[src/rtl/ps2_pkg.sv]
`default_nettype none
// ============================================================================
// ps2_pkg : PS/2 frame constants and frame-check helper
// Rev 1.0 : initial release
// ============================================================================
package ps2_pkg;

  localparam int         PS2_FRAME_BITS = 11;
  localparam logic [7:0] PS2_BREAK      = 8'hF0;
  localparam logic [7:0] PS2_EXTEND     = 8'hE0;

  // Odd parity across the eight data bits plus the parity bit itself.
  function automatic logic odd_parity_ok(input logic [8:0] bits);
    return ^bits;
  endfunction

endpackage
`default_nettype wire

[src/rtl/ps2_keyboard_rx_sync_fifo.sv]
`default_nettype none
// ============================================================================
// sync_fifo : single-clock FIFO with wrap-bit pointers
// Rev 1.0 : initial release
// ============================================================================
module sync_fifo #(
  parameter int WIDTH = 8,
  parameter int DEPTH = 8
) (
  input  logic             clk,
  input  logic             rst,
  input  logic             push,
  input  logic             pop,
  input  logic [WIDTH-1:0] wdata,
  output logic [WIDTH-1:0] rdata,
  output logic             full,
  output logic             empty
);

  localparam int AW = $clog2(DEPTH);

  logic [AW:0]      wptr;
  logic [AW:0]      rptr;
  logic [WIDTH-1:0] mem [DEPTH];
  logic             do_push;
  logic             do_pop;

  assign empty   = (wptr == rptr);
  assign full    = (wptr[AW] != rptr[AW]) && (wptr[AW-1:0] == rptr[AW-1:0]);
  assign do_pop  = pop & ~empty;
  // A pop in the same cycle frees the slot, so a push into a full FIFO is taken.
  assign do_push = push & (~full | do_pop);
  assign rdata   = mem[rptr[AW-1:0]];

  always_ff @(posedge clk) begin
    if (!rst) begin
      wptr <= '0;
      rptr <= '0;
    end else begin
      if (do_push) wptr <= wptr + 1'b1;
      if (do_pop)  rptr <= rptr + 1'b1;
    end
  end

  always_ff @(posedge clk) begin
    if (rst && do_push) mem[wptr[AW-1:0]] <= wdata;
  end

endmodule
`default_nettype wire

[src/rtl/ps2_keyboard_rx.sv]
`default_nettype none
// ============================================================================
// ps2_keyboard_rx : PS/2 device-to-host frame receiver with scan-code FIFO
// Rev 1.0 : initial release
// ============================================================================
module ps2_keyboard_rx
  import ps2_pkg::*;
#(
  parameter int FIFO_DEPTH = 8,
  parameter int TIMEOUT    = 50000
) (
  input  logic       clk,
  input  logic       rst,
  input  logic       ps2_clk,
  input  logic       ps2_data,
  input  logic       nextdata_n,
  output logic [7:0] data,
  output logic       ready,
  output logic       overflow,
  output logic       frame_err
);

  localparam int         TW   = $clog2(TIMEOUT + 1);
  localparam logic [3:0] LAST = 4'(PS2_FRAME_BITS - 1);

  logic          clk_s1, clk_s2, clk_s3;
  logic          data_s1, data_s2;
  logic [3:0]    cnt;
  logic [9:0]    buffer;
  logic [TW-1:0] tcnt;

  logic          fall;
  logic          frame_done;
  logic          frame_ok;
  logic [7:0]    fifo_rdata;
  logic          fifo_full;
  logic          fifo_empty;

  assign fall       = clk_s3 & ~clk_s2;
  assign frame_done = fall && (cnt == LAST);
  assign frame_ok   = ~buffer[0] & data_s2 & odd_parity_ok(buffer[9:1]);

  always_ff @(posedge clk) begin
    if (!rst) begin
      clk_s1    <= 1'b1;
      clk_s2    <= 1'b1;
      clk_s3    <= 1'b1;
      data_s1   <= 1'b1;
      data_s2   <= 1'b1;
      cnt       <= '0;
      tcnt      <= '0;
      overflow  <= 1'b0;
      frame_err <= 1'b0;
    end else begin
      clk_s1    <= ps2_clk;
      clk_s2    <= clk_s1;
      clk_s3    <= clk_s2;
      data_s1   <= ps2_data;
      data_s2   <= data_s1;
      frame_err <= 1'b0;
      if (fall) begin
        tcnt <= '0;
        if (cnt == LAST) begin
          cnt <= '0;
          if (!frame_ok)
            frame_err <= 1'b1;
          else if (fifo_full && nextdata_n)
            overflow <= 1'b1;
        end else begin
          buffer[cnt] <= data_s2;
          cnt         <= cnt + 4'd1;
        end
      end else if (cnt != 4'd0) begin
        // Keyboard went quiet mid-frame: abandon it and resynchronise.
        if (tcnt == TW'(TIMEOUT - 1)) begin
          cnt       <= '0;
          tcnt      <= '0;
          frame_err <= 1'b1;
        end else begin
          tcnt <= tcnt + TW'(1);
        end
      end else begin
        tcnt <= '0;
      end
    end
  end

  sync_fifo #(
    .WIDTH (8),
    .DEPTH (FIFO_DEPTH)
  ) u_fifo (
    .clk   (clk),
    .rst   (rst),
    .push  (frame_done & frame_ok),
    .pop   (~nextdata_n),
    .wdata (buffer[8:1]),
    .rdata (fifo_rdata),
    .full  (fifo_full),
    .empty (fifo_empty)
  );

  assign ready = ~fifo_empty;
  assign data  = ready ? fifo_rdata : 8'h00;

endmodule
`default_nettype wire

[config.mk]
export PLATFORM = sky130hd
export DESIGN_NAME = ps2_keyboard_rx
export DESIGN_NICKNAME = d
export VERILOG_FILES = /design/src/rtl/ps2_pkg.sv /design/src/rtl/ps2_keyboard_rx_sync_fifo.sv /design/src/rtl/ps2_keyboard_rx.sv
export SDC_FILE = /design/constraint.sdc
export NUM_CORES = 1
export LEC_CHECK = 0
export BUFFER_PORTS_ARGS = -buffer_cell sky130_fd_sc_hd__buf_2
export CAP_MARGIN = 20
export CORE_ASPECT_RATIO = 1.4
export CORE_MARGIN = 3
export CORE_UTILIZATION = 52
export CTS_CLUSTER_DIAMETER = 50
export DETAILED_ROUTE_END_ITERATION = 16
export GPL_ROUTABILITY_DRIVEN = 0
export MAX_ROUTING_LAYER = met4
export PLACE_DENSITY = 0.77
export SLEW_MARGIN = 20
export SYNTH_ARGS = -nofsm -noshare
export SYNTH_HDL_FRONTEND = slang
export SYNTH_SLANG_ARGS = --single-unit
[constraint.sdc]
create_clock -name clk -period 3.8 [get_ports clk]
set_input_delay 0.19 -clock clk [delete_from_list [all_inputs] [get_ports clk]]
set_output_delay 0.19 -clock clk [all_outputs]
set_load 0.1 [all_outputs]
# Word-level counts from Yosys, hierarchy flattened
# Memory sizes are Yosys's and may differ from the RTL's. A register that Yosys moved wholly into a read port is not among the register bits.
# Index checks and enable logic that the tools add are counted.
# op_classes
n_addsub,4
magnitude_cmp,2
eq_ne,5
mux,17
bitwise,15
reduce_logical,13
# op_table
cell,count
"16-bit by 1-bit adder with 16-bit output, second input constant",1
"16-bit == test, second input constant",1
4-bit two-way mux,4
"4-bit by 1-bit adder with 4-bit output, second input constant",3
10-bit bitwise mux,1
9-bit XOR reduction,1
1-bit two-way mux,8
8-bit two-way mux,1
1-bit inverter,8
1-bit bitwise AND,6
3-bit two-way mux,2
1-bit logical AND,5
"4-bit by 5-bit less-than comparator with 1-bit output, second input constant",1
1-bit demux with 4-bit select,1
4-bit == test,1
"4-bit == test, second input constant",1
"4-bit by 1-bit >= comparator with 1-bit output, second input constant",1
4-bit AND reduction,1
2-bit nonzero test,2
4-bit nonzero test,1
4-bit OR reduction,1
3-bit == test,1
3-bit AND reduction,1
2-bit AND reduction,1
2 further kinds,2
# word_totals
ff_bits,45
ram_bits,64
input_bits,5
out_inout_bits,11
word_cells,69
memories,1
# memory_table
name,depth,width,read_ports,rd_clocked_by_memory_dff,wr,line,source
u_fifo.mem,8,8,1,1,1,ps2_keyboard_rx_sync_fifo.sv:24,logic [WIDTH-1:0] mem [DEPTH];

# Longest topological paths before layout
# Gate-level depths: netlist of run 1.
# depth
ltp_word,8
depth_mapped,7
depth_no_buf,6

# By module
# From an unflattened synthesis of run 1, not the netlist that was laid out.
# unflattened
hier_cells,358
area_unflattened_um2,4840.9
# modules_own_cells
mod,n_inst,cells_each,area_each_um2,seq_area_each_um2
sync_fifo,1,179,3086.7,2142.1
ps2_keyboard_rx,1,179,1754.2,840.8

# Worst setup path before layout of run 1
# Ideal clock, no wire load.
# synth_timing
path_type,register to register
start,reg buffer[3]
end,mem u_fifo.mem[2][0] (enable)
setup_ps,398
arrival_ps,2525
t_required_ps,3402
slack_ps,877
stages_incl_launch_ff,6
path_buffers,0
synth_period_minus_slack_ps,2923
path_cell_list,edfxtp_1 -> xor2_1 -> xnor3_2 -> xnor2_1 -> nand3_1 -> nor4b_1
# synth_via
elab_chain_cells,7
# synth_lines
item,line,source
start: declaration,ps2_keyboard_rx.sv:29,logic [9:0] buffer;
start signal: indexed assignment,ps2_keyboard_rx.sv:70,buffer[cnt] <= data_s2;
9-bit XOR reduction,ps2_pkg.sv:14,return ^bits;
1-bit bitwise AND,ps2_keyboard_rx.sv:41,assign frame_ok = ~buffer[0] & data_s2 & odd_parity_ok(buffer[9:1]);
1-bit bitwise AND,ps2_keyboard_rx.sv:94,".push (frame_done & frame_ok),"
1-bit bitwise AND,ps2_keyboard_rx_sync_fifo.sv:32,assign do_push = push & (~full | do_pop);
1-bit logical AND,ps2_keyboard_rx_sync_fifo.sv:46,if (rst && do_push) mem[wptr[AW-1:0]] <= wdata;
1-bit two-way mux,ps2_keyboard_rx_sync_fifo.sv:46,
1-bit two-way mux (implied by the code),ps2_keyboard_rx_sync_fifo.sv:46,
end: declaration,ps2_keyboard_rx_sync_fifo.sv:24,
# Every way passes these cells.

# Final worst setup path of run 1
# layout_timing
start,reg buffer[3]
end,mem u_fifo.mem[2][1] (enable)
# The elaborated chain is that of the path after synthesis.

==> impl_metrics.py, run 1 <==
metrics = {
    "clock_tree": {
        "cts_tree": "yes",
        "postCtsResizedCells": 0,
        "root_buffer": "clkbuf_16",
        "clockBufferDepth": 2,
        "cts.sinks": 112,
        "postCtsSetupRepairBufs": 0,
        "insertion_delay_ns": 0.34,
        "cts-hold-fix-buffers": 0,
        "cts-htree-levels": 3,
        "clk_pin_slew_ns": 0.06,
        "cts-buffers-inserted": 9,
    },
    "synthesis": {
        "avgSynthCellArea_sq_um": 13.6,
        "synth_cells": 340,
        "synth-seq-cells": 112,
        "yosysTopAreaCell": "edfxtp_1",
        "yosys.cell_types.count": 42,
        "synth_ff_type": "edfxtp_1",
        "netlist_area_sq_mm": 0.00463,
        "synth_area_leaders": "edfxtp_1 48%, dfxtp_1 16%, mux4_2 7.8%, nor2_1 3.6%, xnor2_1 3.0%",
        "syn_nets": 348,
        "synth_edf_count": 74,
        "yosys_warnings": 0,
        "synth-seq-area-share_pct": 64.4,
        "yosysMostFrequentCell": "edfxtp_1",
        "synthArstFlopShare_pct": 0,
        "yosysTopAreaCellShare_pct": 48.0,
        "synth_commonest_cells": "74 x edfxtp_1, 44 x nor2_1, 38 x dfxtp_1",
    },
    "floorplan": {
        "initial_core_util_pct": 53.8,
        "num_io_pins": 16,
        "num_rows": 40,
        "die_h_um": 118,
        "die-area_sq_mm": 0.0101,
        "core-area_sq_mm": 0.00861,
        "die_x_um": 85.8,
    },
    "power": {
        "power_frac_comb_pct": 0.9,
        "ir_drop_uv": 286,
        "p_leak_nw": 1.64,
        "internal_power_w": 0.00173,
        "power_w": 0.00214,
        "p_sw_share_pct": 19.1,
        "p_sw_w": 0.000409,
        "clockPowerShare_pct": 38.9,
        "seqPwrFrac_pct": 60.2,
        "powerDensity_mw_per_mm2": 419,
    },
    "setup_path": {
        "crit_start": "buffer[3]$_DFFE_PP_",
        "rrSetupSlack_ns": 1.26,
        "cp_slowest_cell": "edfxtp_1",
        "worst_ep_arrival_time_ns": 2.59,
        "path_max_fanout": 9,
        "timing.rr.start": "buffer[3]$_DFFE_PP_",
        "end_kind": "flop",
        "crit_end": "u_fifo.mem[2][1]$_DFFE_PP_",
        "r2r_end": "u_fifo.mem[2][1]$_DFFE_PP_",
        "slowest_delay_ns": 0.51,
        "start_kind": "flop",
        "critical_path.cell_chain": "xor2_1, xnor3_2, xnor2_1, nand3_1, nor4b_1, buf_4",
        "cp.required_ns": 3.85,
        "reg2regPathDepth": 6,
        "worst-setup-path-type": "flop to flop",
    },
    "sta": {
        "finalSetupViolCount": 0,
        "rsz0062_at_grt": "no",
        "finalClockSkew_ns": 0.00841,
        "setup-tns-final_ns": 0,
        "min_period_ns": 2.54,
        "drv_slew": 0,
        "fin_crit_sh_pct": 66.9,
        "clock.fmax_mhz": 393,
        "relSlewSlack_pct": 49.4,
        "hold_viol": 0,
        "worstMarginPinSlew_ns": 0.758,
    },
    "global_routing": {
        "grt_max_degree": 18,
        "grt_pass1_wl_mm": 12.7,
        "grt_pass1_vias": 2653,
        "track_usage_pct": 16.8,
        "grt_overflow": 0,
        "antenna_found_initial": 0,
    },
    "finish": {
        "antenna_cells": 0,
        "seq_area_sq_mm": 0.00298,
        "nets": 370,
        "drive_gt1_share_pct": 16.3,
        "multiInputGateArea_sq_mm": 0.00156,
        "nFillCells": 657,
        "syn2layout_area_growth_pct": 10.5,
        "fin_area_sq_mm": 0.00512,
    },
    "place": {
        "dpl.hpwl_mm": 5.35,
        "io_buffers": 15,
        "place_area_sq_mm": 0.00485,
    },
    "run_status": {
        "status": "completed",
    },
    "detailed_routing": {
        "drc": 0,
        "totalWireLength_mm": 7.47,
        "antenna_left": 0,
        "drt_iter0_markers": 120,
        "vias": 2641,
        "vias_per_cell": 5.60,
        "dr.pass1.iters": 4,
        "wl_per_cell_um": 15.8,
    },
    "min_path": {
        "hold_depth": 2,
        "holdCritPathClass": "primary input to flop",
    },
    "run": {
        "maxCapViolCount": 0,
    },
}
-- kinds of logic after synthesis --
group,Yosys count,synth area share (%)
AO/OA/AOI/OAI,24,3.21
XOR/XNOR,30,6.00
adder cells (fa/ha/maj),3,0.810
AND/OR/NAND/NOR,125,13.9
flip-flops,112,64.4
multiplexers,25,9.72
buffers and inverters,21,2.00
-- flip-flops by register name, indices dropped and copies added, names as in the netlist, named ones only --
name and cells:
clk_s3 1, data_s2 1, u_fifo.wptr 4, tcnt 16
clk_s1 1, u_fifo.rptr 4, overflow 1, clk_s2 1
data_s1 1, u_fifo.mem 64, frame_err 1, cnt 4
buffer 10
-- power groups by stage --
stage	registers [W]	clock network [W]	logic [W]
2_1_floorplan	0.00132	0	0.0000147
3_3_place_gp	0.00132	0	0.0000184
3_5_place_dp	0.00132	0	0.0000190
4_1_cts	0.00129	0.000850	0.0000190
5_1_grt	0.00129	0.000896	0.0000220
6_report	0.00129	0.000833	0.0000188
-- worst max-delay path, delay by kind of cell, from the launching register on --
kind                      cells  cell delay [ns]
xor gates and xnor gates      3             0.88
and+or+nand+nor               2             0.64
DFF                           1             0.51
buffers and inverters         1             0.23
-- per-layer routing --
metal / global-route usage, % / wire length [um] / part of all wire [%] / vias up
li1: - / - / - / 1295
met1: 19.7 / 3070 / 41 / 1294
met2: 27.5 / 3990 / 53 / 38
met3: 3.36 / 218 / 2.9 / 14
met4: 7.62 / 182 / 2.4 / 0
met5: - / 0 / 0 / -
-- metrics by stage --
stage	hold WS (ns)	util [%]	setup WS, ns	instances
after floorplan	0.291	-	0.877	340
after global routing	0.0356	59.5	1.02	472
after CTS	0.0197	59.5	1.27	472
after detailed placement	0.376	56.4	1.29	456
after global placement	0.371	56.4	1.33	456
final	0.0284	59.5	1.26	472
-- area by class of cell --
class / count / area share [%]
Clock buffer: 10 / 4.47
Clock inverter: 6 / 0.684
Inverter: 7 / 0.513
Multi-Input combinational cell: 207 / 30.6
Sequential cell: 112 / 58.3
Tap cell: 105 / 2.57
Timing Repair Buffer: 25 / 2.93
-- layout by cell type (no fill, tap or decap), types with 2 or more instances in the layout --
cell        n
nand3_1    13
xor2_1     13
buf_2      15
and3_1      3
a21oi_1     9
mux4_2     16
or4_1       3
dfxtp_1    38
inv_1       7
a22oi_1     2
clkinv_1    2
nor2_1     44
nand2b_1   12
nor4_2      2
xnor2_1    16
mux2i_1     9
o21ai_0     6
nor2b_1     2
o21a_1      2
nand2_1    14
buf_4      10
nor4b_1     3
nor4_1      6
nand4_1     3
clkbuf_16   9
edfxtp_1   74
nor3_1     12
ha_1        3
-- worst min path at each step --
stage	endpoint	startpoint
floorplan	clk_s1$_SDFF_PN1_	ps2_clk
global placement	data_s1$_SDFF_PN1_	ps2_data
detailed placement	clk_s1$_SDFF_PN1_	ps2_clk
CTS	clk_s1$_SDFF_PN1_	ps2_clk
global route	data_s1$_SDFF_PN1_	ps2_data
finish	clk_s1$_SDFF_PN1_	ps2_clk
No activity file was read; power rests on OpenSTA's default activity.
==> run 2: changes to the inputs <==
--- a/config.mk
+++ b/config.mk
@@ -14,7 +14,7 @@
 export DETAILED_ROUTE_END_ITERATION = 16
 export GPL_ROUTABILITY_DRIVEN = 0
 export MAX_ROUTING_LAYER = met4
-export PLACE_DENSITY = 0.77
+export PLACE_DENSITY = 0.79
 export SLEW_MARGIN = 20
 export SYNTH_ARGS = -nofsm -noshare
 export SYNTH_HDL_FRONTEND = slang
==> constraint.sdc (replaced) <==
create_clock -name clk -period 2.2 [get_ports clk]
set_input_delay 0.11 -clock clk [delete_from_list [all_inputs] [get_ports clk]]
set_output_delay 0.11 -clock clk [all_outputs]
set_load 0.1 [all_outputs]
==> impl_metrics.py, run 2 (synthesis gave the netlist of run 1 again) <==
metrics = {
    "finish": {
        "nets": 395,
        "fin_area_sq_mm": 0.00559,
        "multiInputGateArea_sq_mm": 0.00173,
        "final_common_cell": "edfxtp_1",
        "largest_reg_flops": 64,
        "mostFrequentLayoutCells": "74 x edfxtp_1, 38 x dfxtp_1, 36 x nor2_1, 23 x buf_4, 16 x mux4_2",
        "nFillCells": 607,
        "drive_gt1_share_pct": 26.8,
        "seq_area_sq_mm": 0.00298,
        "antenna_cells": 0,
        "syn2layout_area_growth_pct": 20.6,
    },
    "clock_tree": {
        "clockBufferDepth": 2,
        "cts_tree": "yes",
        "cts-buffers-inserted": 9,
        "clk_pin_slew_ns": 0.07,
        "insertion_delay_ns": 0.35,
        "root_buffer": "clkbuf_16",
        "cts.sinks": 112,
        "cts-htree-levels": 3,
    },
    "place": {
        "dpl.hpwl_mm": 6.12,
        "io_buffers": 15,
        "dp_worst_setup_slack_ns": -0.0546,
        "place_area_sq_mm": 0.00520,
    },
    "global_routing": {
        "grt_max_degree": 21,
        "grt_pass1_vias": 2997,
        "track_usage_pct": 20.0,
        "grt_overflow": 0,
        "grt_pass1_wl_mm": 14.9,
        "antenna_found_initial": 0,
    },
    "detailed_routing": {
        "vias_per_cell": 5.67,
        "antenna_left": 0,
        "dr_wl_met2_mm": 4.97,
        "wl_met3_um": 259,
        "dr.pass1.iters": 4,
        "drc": 0,
        "drt_iter0_markers": 190,
        "met1_length_mm": 3.46,
        "wl_per_cell_um": 18.0,
        "totalWireLength_mm": 8.96,
        "top_layer_used": "met4",
        "vias": 2818,
    },
    "setup_path": {
        "start_kind": "flop",
        "critical_path.cell_chain": "xor2_1, xnor3_2, xnor2_4, nand3_4, buf_12, nor4b_4, buf_6",
        "worst-setup-path-type": "flop to flop",
        "slowest_delay_ns": 0.50,
        "cp_num_buf_inv": 2,
        "cp.required_ns": 2.27,
        "worst_ep_arrival_time_ns": 2.33,
        "end_kind": "flop",
        "cp_slowest_cell": "xnor3_2",
        "crit_family": "XOR/XNOR gates",
        "path_max_fanout": 8,
    },
    "floorplan": {
        "die_x_um": 85.8,
        "num_io_pins": 16,
        "die-area_sq_mm": 0.0101,
        "initial_core_util_pct": 53.8,
        "num_rows": 40,
        "die_h_um": 118,
        "core-area_sq_mm": 0.00861,
    },
    "min_path": {
        "holdCritPathClass": "primary input to flop",
    },
    "power": {
        "power_w": 0.00393,
        "ir_drop_uv": 910,
        "p_leak_nw": 1.83,
        "powerDensity_mw_per_mm2": 704,
    },
    "sta": {
        "finalSetupViolCount": 40,
        "clock.fmax_mhz": 441,
        "rsz0062_at_grt": "yes",
        "worstMarginPinSlew_ns": 0.561,
        "fin_crit_sh_pct": 103,
        "finalClockSkew_ns": 0.00729,
        "timing.hold.ws_ns": 0.145,
        "hold_viol": 0,
        "layout_setup_ws_ns": -0.0675,
        "drv_slew": 0,
        "min_period_ns": 2.27,
        "relSlewSlack_pct": 62.1,
    },
    "run_status": {
        "status": "complete, but fails checks",
        "violations": "negative setup slack",
    },
    "run": {
        "maxCapViolCount": 0,
    },
}
run 2: final cells by class:
| type | instances | share of cell area [%] |
|---|---|---|
| Clock inverter | 7 | 1.52 |
| Tap cell | 105 | 2.35 |
| Sequential cell | 112 | 53.4 |
| Timing Repair Buffer | 50 | 7.28 |
| Clock buffer | 9 | 4.03 |
| Multi-Input combinational cell | 207 | 31.0 |
| Inverter | 7 | 0.470 |
run 2: layer usage:
metal | track usage, % | vias to the layer above
met2 | 34.5 | 56
li1 | - | 1355
met1 | 21.9 | 1389
met4 | 9.01 | 0
met5 | - | -
met3 | 4.34 | 18
run 2: worst min-delay path: stages:
cell and delay, ns:
buf_2 0.10, buf_4 0.17, nand2b_1 0.07
run 2: path summary, 6_finish.rpt:
kind | end | slack [ns] | start | depth (start not counted)
worst max-delay path | u_fifo.mem[3][3]$_DFFE_PP_ | -0.07 | buffer[6]$_DFFE_PP_ | 7
worst min-delay path | data_s2$_SDFF_PN1_ | 0.15 | rst | 3
worst max register to register | u_fifo.mem[3][3]$_DFFE_PP_ | -0.07 | buffer[6]$_DFFE_PP_ | 7
worst min register to register | data_s2$_SDFF_PN1_ | 0.41 | data_s1$_SDFF_PN1_ | 1
run 2: repair_timing:
item                       4_1_cts  5_1_grt
hold endpoints to repair         2        0
hold buffers                     2        0
setup buffers                    0        1
setup endpoints to repair       59       65
pin swaps                        1        9
resized for setup                7        2
cloned                           0        0
run 2: per-stage QoR:
step           TNS [ns]  std cells  utilization (%)
2_1_floorplan     -9.10        340                -
3_3_place_gp    -0.0123        478             60.5
3_5_place_dp      -1.46        478             60.5
4_1_cts           -2.00        496             64.7
5_1_grt           -5.40        497             64.9
6_report          -1.80        497             64.9
run 2: where the power goes:
| part | internal [W] | switching [W] |
|---|---|---|
| logic | 0.0000173 | 0.0000316 |
| registers | 0.00222 | 0.00000285 |
| clock network | 0.000905 | 0.000754 |
